**src/rtl/eth_arb_pkg.sv**
```systemverilog
// eth_arb_pkg: shared state type, source limit and round-robin helper for the MAC TX arbiter.
package eth_arb_pkg;

    typedef enum logic [1:0] {
        ARB_IDLE,
        ARB_XFER,
        ARB_GAP
    } arb_state_t;

    localparam int ARB_MAX_SRC = 8;

    // Returns {found, index}: first set request scanning upward from last+1, wrapping at n.
    function automatic logic [3:0] rr_next(input logic [ARB_MAX_SRC-1:0] req, input logic [2:0] last,
                                           input int n);
        logic [3:0] r;
        int idx;
        r = '0;
        for (int k = ARB_MAX_SRC; k >= 1; k--) begin
            idx = (int'(last) + k) % n;
            if (k <= n && req[3'(idx)]) r = {1'b1, 3'(idx)};
        end
        return r;
    endfunction

endpackage

```
**src/rtl/rr_pick.sv**
```systemverilog
// rr_pick: combinational round-robin selector over NUM_SRC requests.
module rr_pick
    import eth_arb_pkg::*;
#(
    parameter int NUM_SRC = 4
) (
    input  logic [NUM_SRC-1:0] i_req,
    input  logic [2:0]         i_last,
    output logic               o_found,
    output logic [2:0]         o_idx
);

    logic [ARB_MAX_SRC-1:0] w_req;

    assign w_req = ARB_MAX_SRC'(i_req);
    assign {o_found, o_idx} = rr_next(w_req, i_last, NUM_SRC);

endmodule

```
**src/rtl/eth_tx_arb.sv**
```systemverilog
// eth_tx_arb: frame-atomic round-robin arbiter sharing one 64-bit AXI-Stream MAC TX port.
// One source is granted per frame; an optional idle gap follows every tlast beat.
module eth_tx_arb
    import eth_arb_pkg::*;
#(
    parameter int NUM_SRC    = 4,
    parameter int IFG_CYCLES = 0
) (
    input  logic                   clk156,
    input  logic                   sys_rst_n,
    input  logic                   enable,
    input  logic [NUM_SRC-1:0]     s_axis_tvalid,
    input  logic [NUM_SRC*64-1:0]  s_axis_tdata,
    input  logic [NUM_SRC*8-1:0]   s_axis_tkeep,
    input  logic [NUM_SRC-1:0]     s_axis_tlast,
    input  logic [NUM_SRC-1:0]     s_axis_tuser,
    output logic [NUM_SRC-1:0]     s_axis_tready,
    input  logic                   m_axis_tready,
    output logic                   m_axis_tvalid,
    output logic [63:0]            m_axis_tdata,
    output logic [7:0]             m_axis_tkeep,
    output logic                   m_axis_tlast,
    output logic                   m_axis_tuser,
    output logic [2:0]             grant_idx,
    output logic                   busy,
    output logic [31:0]            frame_cnt
);

    arb_state_t  r_state, w_next;
    logic [2:0]  r_grant;
    logic [15:0] r_gap;
    logic [31:0] r_frame;
    logic        r_busy;
    logic        w_found;
    logic [2:0]  w_pick;
    logic        w_last_beat;

    rr_pick #(.NUM_SRC(NUM_SRC)) u_pick (
        .i_req   (s_axis_tvalid),
        .i_last  (r_grant),
        .o_found (w_found),
        .o_idx   (w_pick)
    );

    // Everything is forced to zero outside XFER, so the mux doubles as output gating.
    always_comb begin
        m_axis_tvalid = 1'b0;
        m_axis_tdata  = '0;
        m_axis_tkeep  = '0;
        m_axis_tlast  = 1'b0;
        m_axis_tuser  = 1'b0;
        s_axis_tready = '0;
        for (int i = 0; i < NUM_SRC; i++) begin
            if (r_state == ARB_XFER && 3'(i) == r_grant) begin
                m_axis_tvalid    = s_axis_tvalid[i];
                m_axis_tdata     = s_axis_tdata[i*64 +: 64];
                m_axis_tkeep     = s_axis_tkeep[i*8 +: 8];
                m_axis_tlast     = s_axis_tlast[i];
                m_axis_tuser     = s_axis_tuser[i];
                s_axis_tready[i] = m_axis_tready;
            end
        end
    end

    assign w_last_beat = m_axis_tvalid && m_axis_tready && m_axis_tlast;

    always_comb begin
        w_next = r_state;
        case (r_state)
            ARB_IDLE: if (enable && w_found) w_next = ARB_XFER;
            ARB_XFER: if (w_last_beat) w_next = (IFG_CYCLES == 0) ? ARB_IDLE : ARB_GAP;
            ARB_GAP:  if (r_gap == '0) w_next = ARB_IDLE;
            default:  w_next = ARB_IDLE;
        endcase
    end

    always_ff @(posedge clk156 or negedge sys_rst_n) begin
        if (!sys_rst_n) begin
            r_state <= ARB_IDLE;
            r_grant <= 3'(NUM_SRC - 1);
            r_gap   <= '0;
            r_frame <= '0;
            r_busy  <= 1'b0;
        end else begin
            r_state <= w_next;
            r_busy  <= (w_next != ARB_IDLE);
            if (r_state == ARB_IDLE && w_next == ARB_XFER) r_grant <= w_pick;
            if (w_last_beat) r_frame <= r_frame + 32'd1;
            if (w_last_beat && IFG_CYCLES != 0) r_gap <= 16'(IFG_CYCLES - 1);
            else if (r_state == ARB_GAP && r_gap != '0) r_gap <= r_gap - 16'd1;
        end
    end

    assign grant_idx = r_grant;
    assign busy      = r_busy;
    assign frame_cnt = r_frame;

endmodule
```
**config.mk**
```make
export PLATFORM = sky130hd
export DESIGN_NAME = eth_tx_arb
export DESIGN_NICKNAME = d
export VERILOG_FILES = /design/src/rtl/eth_arb_pkg.sv /design/src/rtl/rr_pick.sv /design/src/rtl/eth_tx_arb.sv
export SDC_FILE = /design/constraint.sdc
export NUM_CORES = 1
export LEC_CHECK = 0
export ABC_AREA = 1
export BUFFER_PORTS_ARGS = -buffer_cell sky130_fd_sc_hd__buf_2
export CORE_AREA = 2 2 161 163
export CTS_CLUSTER_SIZE = 25
export DETAILED_ROUTE_END_ITERATION = 10
export DIE_AREA = 0 0 163 165
export PLACE_DENSITY = 0.47
export SLEW_MARGIN = 0
export SYNTH_ARGS = -nofsm -noshare
export SYNTH_HDL_FRONTEND = slang
export SYNTH_SLANG_ARGS = --single-unit
```
**constraint.sdc**
```tcl
create_clock -name clk156 -period 2.4 [get_ports clk156]
set_input_delay 0.12 -clock clk156 [delete_from_list [all_inputs] [get_ports clk156]]
set_output_delay 0.12 -clock clk156 [all_outputs]
set_load 0.05 [all_outputs]
```
# Word-level counts from Yosys, hierarchy flattened
# Cells that the tools add are included.
# totals
output_inout_bits	115
register_bits	54
# op_classes
bitwise_logic	4
reduce_logical	18
n_mux	44
order_cmp	4
add_sub_neg	6
n_eq_ne	6
# op_table
operator	count
$mux 64	4
$add 32x1->32 const B	1
$mux 8	4
$mux 1	24
$lt 3x5->1 const B	4
$logic_not 16->1	1
$mux 4	4
$reduce_bool 16->1	1
$sub 16x1->16 const B	1
$bmux 1 s3	4
$logic_and 1x1->1	9
$reduce_or 2->1	4
$eq 2x3->1 const A	2
$mux 2	3
$pmux 2 s3	1
$add 2x1->2 const B	2
$add 2x2->2 const B	2
$and 1x1->1 const A	4
$eq 2x1->1 const B	2
$eq 1x3->1 const A	1
$logic_not 3->1	1
$eq 2x2->1 const B	1
$logic_not 2->1	1
$reduce_bool 2->1	1

# Longest topological paths before layout
# depth
ltp_word	15
mapped_depth	13
mapped_depth_nobuf	12

# Modules after synthesis
# From an unflattened synthesis, not the netlist that was laid out.
# unflattened
cells_unflattened	910
area_unflattened_um2	5489.0
# modules_own_cells
module	seq_area_each_um2	instances	cells_each	area_each_um2
eth_tx_arb	1353.8	1	860	5237.5
rr_pick	0.0	1	50	251.5

# Worst setup path before layout
# OpenSTA, ideal clock, no wires.
# synth_timing
path_kind	reg-to-output
start	reg r_grant[0], in the netlist grant_idx[0]
end	out m_axis_tdata[46]
arrival_ps	3127
stages_incl_launch_ff	9
setup_slack_ps	-847
required_time_ps	2280
n_path_buf	3
path_cell_list	dfstp_2 > clkbuf_1 > inv_1 > ha_1 > nand3_2 > clkbuf_1 > clkbuf_1 > o21ai_0 > o21ai_0
# synth_via
elab_chain_len	6
word_cells_on_any_way	12
# synth_lines
element	line_no	text
start: declaration	eth_tx_arb.sv:30	logic [2:0] r_grant;
start signal: assignment	eth_tx_arb.sv:80	r_grant <= 3'(NUM_SRC - 1);
start signal: assignment	eth_tx_arb.sv:87	if (r_state == ARB_IDLE && w_next == ARB_XFER) r_grant <= w_pick;
$logic_not 3->1	eth_tx_arb.sv:54	if (r_state == ARB_XFER && 3'(i) == r_grant) begin
$logic_and 1x1->1	eth_tx_arb.sv:54	
$mux 64 (3 in a row)	eth_tx_arb.sv:54	
$mux 64 *	eth_tx_arb.sv:54	
end: declaration	eth_tx_arb.sv:20	output logic [63:0] m_axis_tdata,
# Every way passes the cells marked *; elsewhere a longest branch is shown, timed or not.

# Worst setup path after layout
# layout_timing
start	reg r_grant[0], in the netlist grant_idx[0]
end	out m_axis_tdata[15]
# Same word-level chain as after synthesis.

==> results.ini <==
[yosys]
synth-edff-count=0
yosys-top-cells-area=nand2_1 25%, dfrtp_1 22%, nand3_1 8.8%, o21ai_0 8.6%, o21ai_1 5.7%
post-synth-top-count-cell=nand2_1
avgSynthCellArea_um2=5.79
netlist_area_mm2=0.00574
yosys_warnings=0
synth_top_area_share=0.254
synth_top_cells_by_count=389 x nand2_1, 101 x nand3_1, 99 x o21ai_0, 71 x nor2_1, 65 x o21ai_1
yosysSeqAreaShare=0.231
netlist_instances=992
synth_cell_types=33
post-synth-top-area-cell=nand2_1
yosys_register_bits=53
async_flop_share=1.00
synth_flop_cell=dfrtp_1
synth.net_count=1303

[detailed_routing]
final_antenna_net_count=0
dr.pass1.iters=5
drc=0
drt_iter0_markers=645
routed_wl_um=33600
wl_per_cell_um=19.1
num_vias=8259
vias_per_cell=4.69

[layout]
fillers=2685
drive_above_1_share=0.438
design_area_mm2=0.0102
area_growth_pct=78.2
nets=1735
final_cells=1762

[floorplanning]
num_rows=58
core-area_mm2=0.0250
io_pins=419
die_y_um=165
initial_core_util=0.229
dieArea_mm2=0.0269
die_w_um=163

[critical_path]
worstPathArrival_ns=2.30
path_class=reg2out
crit_required_ns=2.28
worstSetupStartpointType=flip-flop
reg2regPathDepth=12
worst-path-max-fanout=6
cp-end-kind=output port

[cts]
clock_insertion_delay_worst_skew_ns=0.30
clockRootBuffer=clkbuf_16
cts-htree-levels=2
clock_sinks=53
cts_buffers=5
clk_path_buf_depth=2
cts_tree=yes
clk_pin_slew_ns=0.07

[timing]
finClkSkew_ns=0.00864
hold_viol=0
slew_headroom=0.556
min_period_over_period=1.01
rsz0062_at_grt=yes
max_freq_ghz=0.413
setup-tns-final_ns=-0.0223
worst_pin_slew_ns=0.667
setup_ws_ns=-0.0223
drv_slew=0
min_period_ns=2.42
setup_viol=1

[place]
place_congestion=0.914
pre_cts_ws_ns=0.109
post_dp_cell_area_mm2=0.00892
dp_cells=1715
dp_hpwl_um=25700
io_buffers=417

[outcome]
violations=setup timing
status=complete, but fails checks

[min_path]
worstHoldPathCells=4
worstHoldPathType=in2reg

[pwr]
ir_worst_vdd_mv=0.884
leakagePower_nw=5.15
p_per_area_mw_per_mm2=1720
pwr-share-clk=0.042
pwr-share-comb=0.873
p_int_w=0.00715
pwr-share-seq=0.085
swShare=0.593
switchingPower_w=0.0104

[global_routing]
grt_overflow=0
antenna_found_initial=12
grt_pass1_vias=7489
grt_pass1_wl_um=44900
grt_max_degree=46
grt_util_all_layers=0.220

[flow_run]
drv_cap=0

==> power groups by stage <==
stage / registers (W) / logic (W) / clock network [W]
2_1_floorplan: 0.00223 / 0.00858 / 0
3_3_place_gp: 0.00150 / 0.0123 / 0
3_5_place_dp: 0.00149 / 0.0123 / 0
4_1_cts: 0.00149 / 0.0138 / 0.000776
5_1_grt: 0.00153 / 0.0161 / 0.000810
6_report: 0.00149 / 0.0153 / 0.000746
==> flip-flops by register name, summed over array words and instances, names as in the netlist <==
signal	count
r_gap	16
grant_idx	2
frame_cnt	32
r_state	2
busy	1
==> metrics by stage <==
step	power (W)	util	hold WS, ns
final	0.0176	0.409	0.252
after global routing	0.0185	0.408	0.284
after CTS	0.0161	0.383	0.246
after detailed placement	0.0138	0.356	0.206
after global placement	0.0138	0.356	0.208
after floorplan	0.0108	-	-0.176
==> final timing paths <==
check	start	to	slack (ns)
setup reg to reg	grant_idx[1]	frame_cnt[27]	0.13
hold reg to reg	r_gap[1]	r_gap[1]	0.49
hold / removal	m_axis_tready	r_state[0]	0.25
min in group asynchronous	sys_rst_n	frame_cnt[23]	0.38
setup / recovery	grant_idx[0]	m_axis_tdata[15]	-0.02
max in group asynchronous	sys_rst_n	frame_cnt[25]	1.43
==> final cells by class <==
class,instances,area [um^2],share of cell area
timing repair buffer,481,3550,0.347
clock buffer,5,125,0.0122
clock inverter,3,17.5,0.00171
antenna,7,17.5,0.00171
tap,330,413,0.0404
multi-input combinational,824,4530,0.443
inverter,59,243,0.0237
sequential,53,1330,0.130
==> critical path: stages, from the launching register on <==
cell,delay (ns)
dfstp_2,0.57
ha_4,0.18
inv_4,0.05
nor2_4,0.21
bufbuf_16,0.32
nand2_1,0.12
nand3_1,0.10
o21ai_0,0.13
o21ai_4,0.15
buf_6,0.17
==> cells by family after synthesis <==
logic type	share of synthesized area
buf+inv	0.0929
xor+xnor	0.0519
compound gates	0.182
simple gates	0.426
flops	0.231
fa+ha+maj	0.0153
other cells	0.000653
==> routing by layer <==
metal,share of wire,vias to the layer above,track usage
met5,0.0014,-,0
met2,0.46,312,0.349
li1,-,4098,-
met1,0.45,3804,0.315
met4,0.016,8,0.0286
met3,0.072,37,0.0462
==> placed cells by master, fill, tap and decap left out, types with 2 or more instances in the layout <==
master and n:
a21oi_1 2, buf_12 15, buf_16 8, buf_2 342, buf_4 34, buf_6 65, buf_8 7, clkbuf_16 12
clkinv_2 2, dfrtp_1 50, dfstp_2 2, diode_2 7, ha_1 4, ha_4 3, inv_1 50, inv_2 6
inv_4 2, nand2_1 387, nand2_2 7, nand3_1 98, nand3_2 5, nand4_1 3, nor2_1 71, nor2_4 4
nor3_1 13, o21ai_0 36, o21ai_1 47, o21ai_2 62, o21ai_4 38, o21bai_1 2, xnor2_1 6, xor2_1 28
==> repair_timing <==
action	4_1_cts	5_1_grt
resized for setup	103	136
pin swaps	4	18
endpoints found under the hold margin	23	0
hold buffers	1	0
endpoints found under the setup margin	73	82
cloned	6	9
setup buffers	5	11
(Power assumes the default switching activity.)
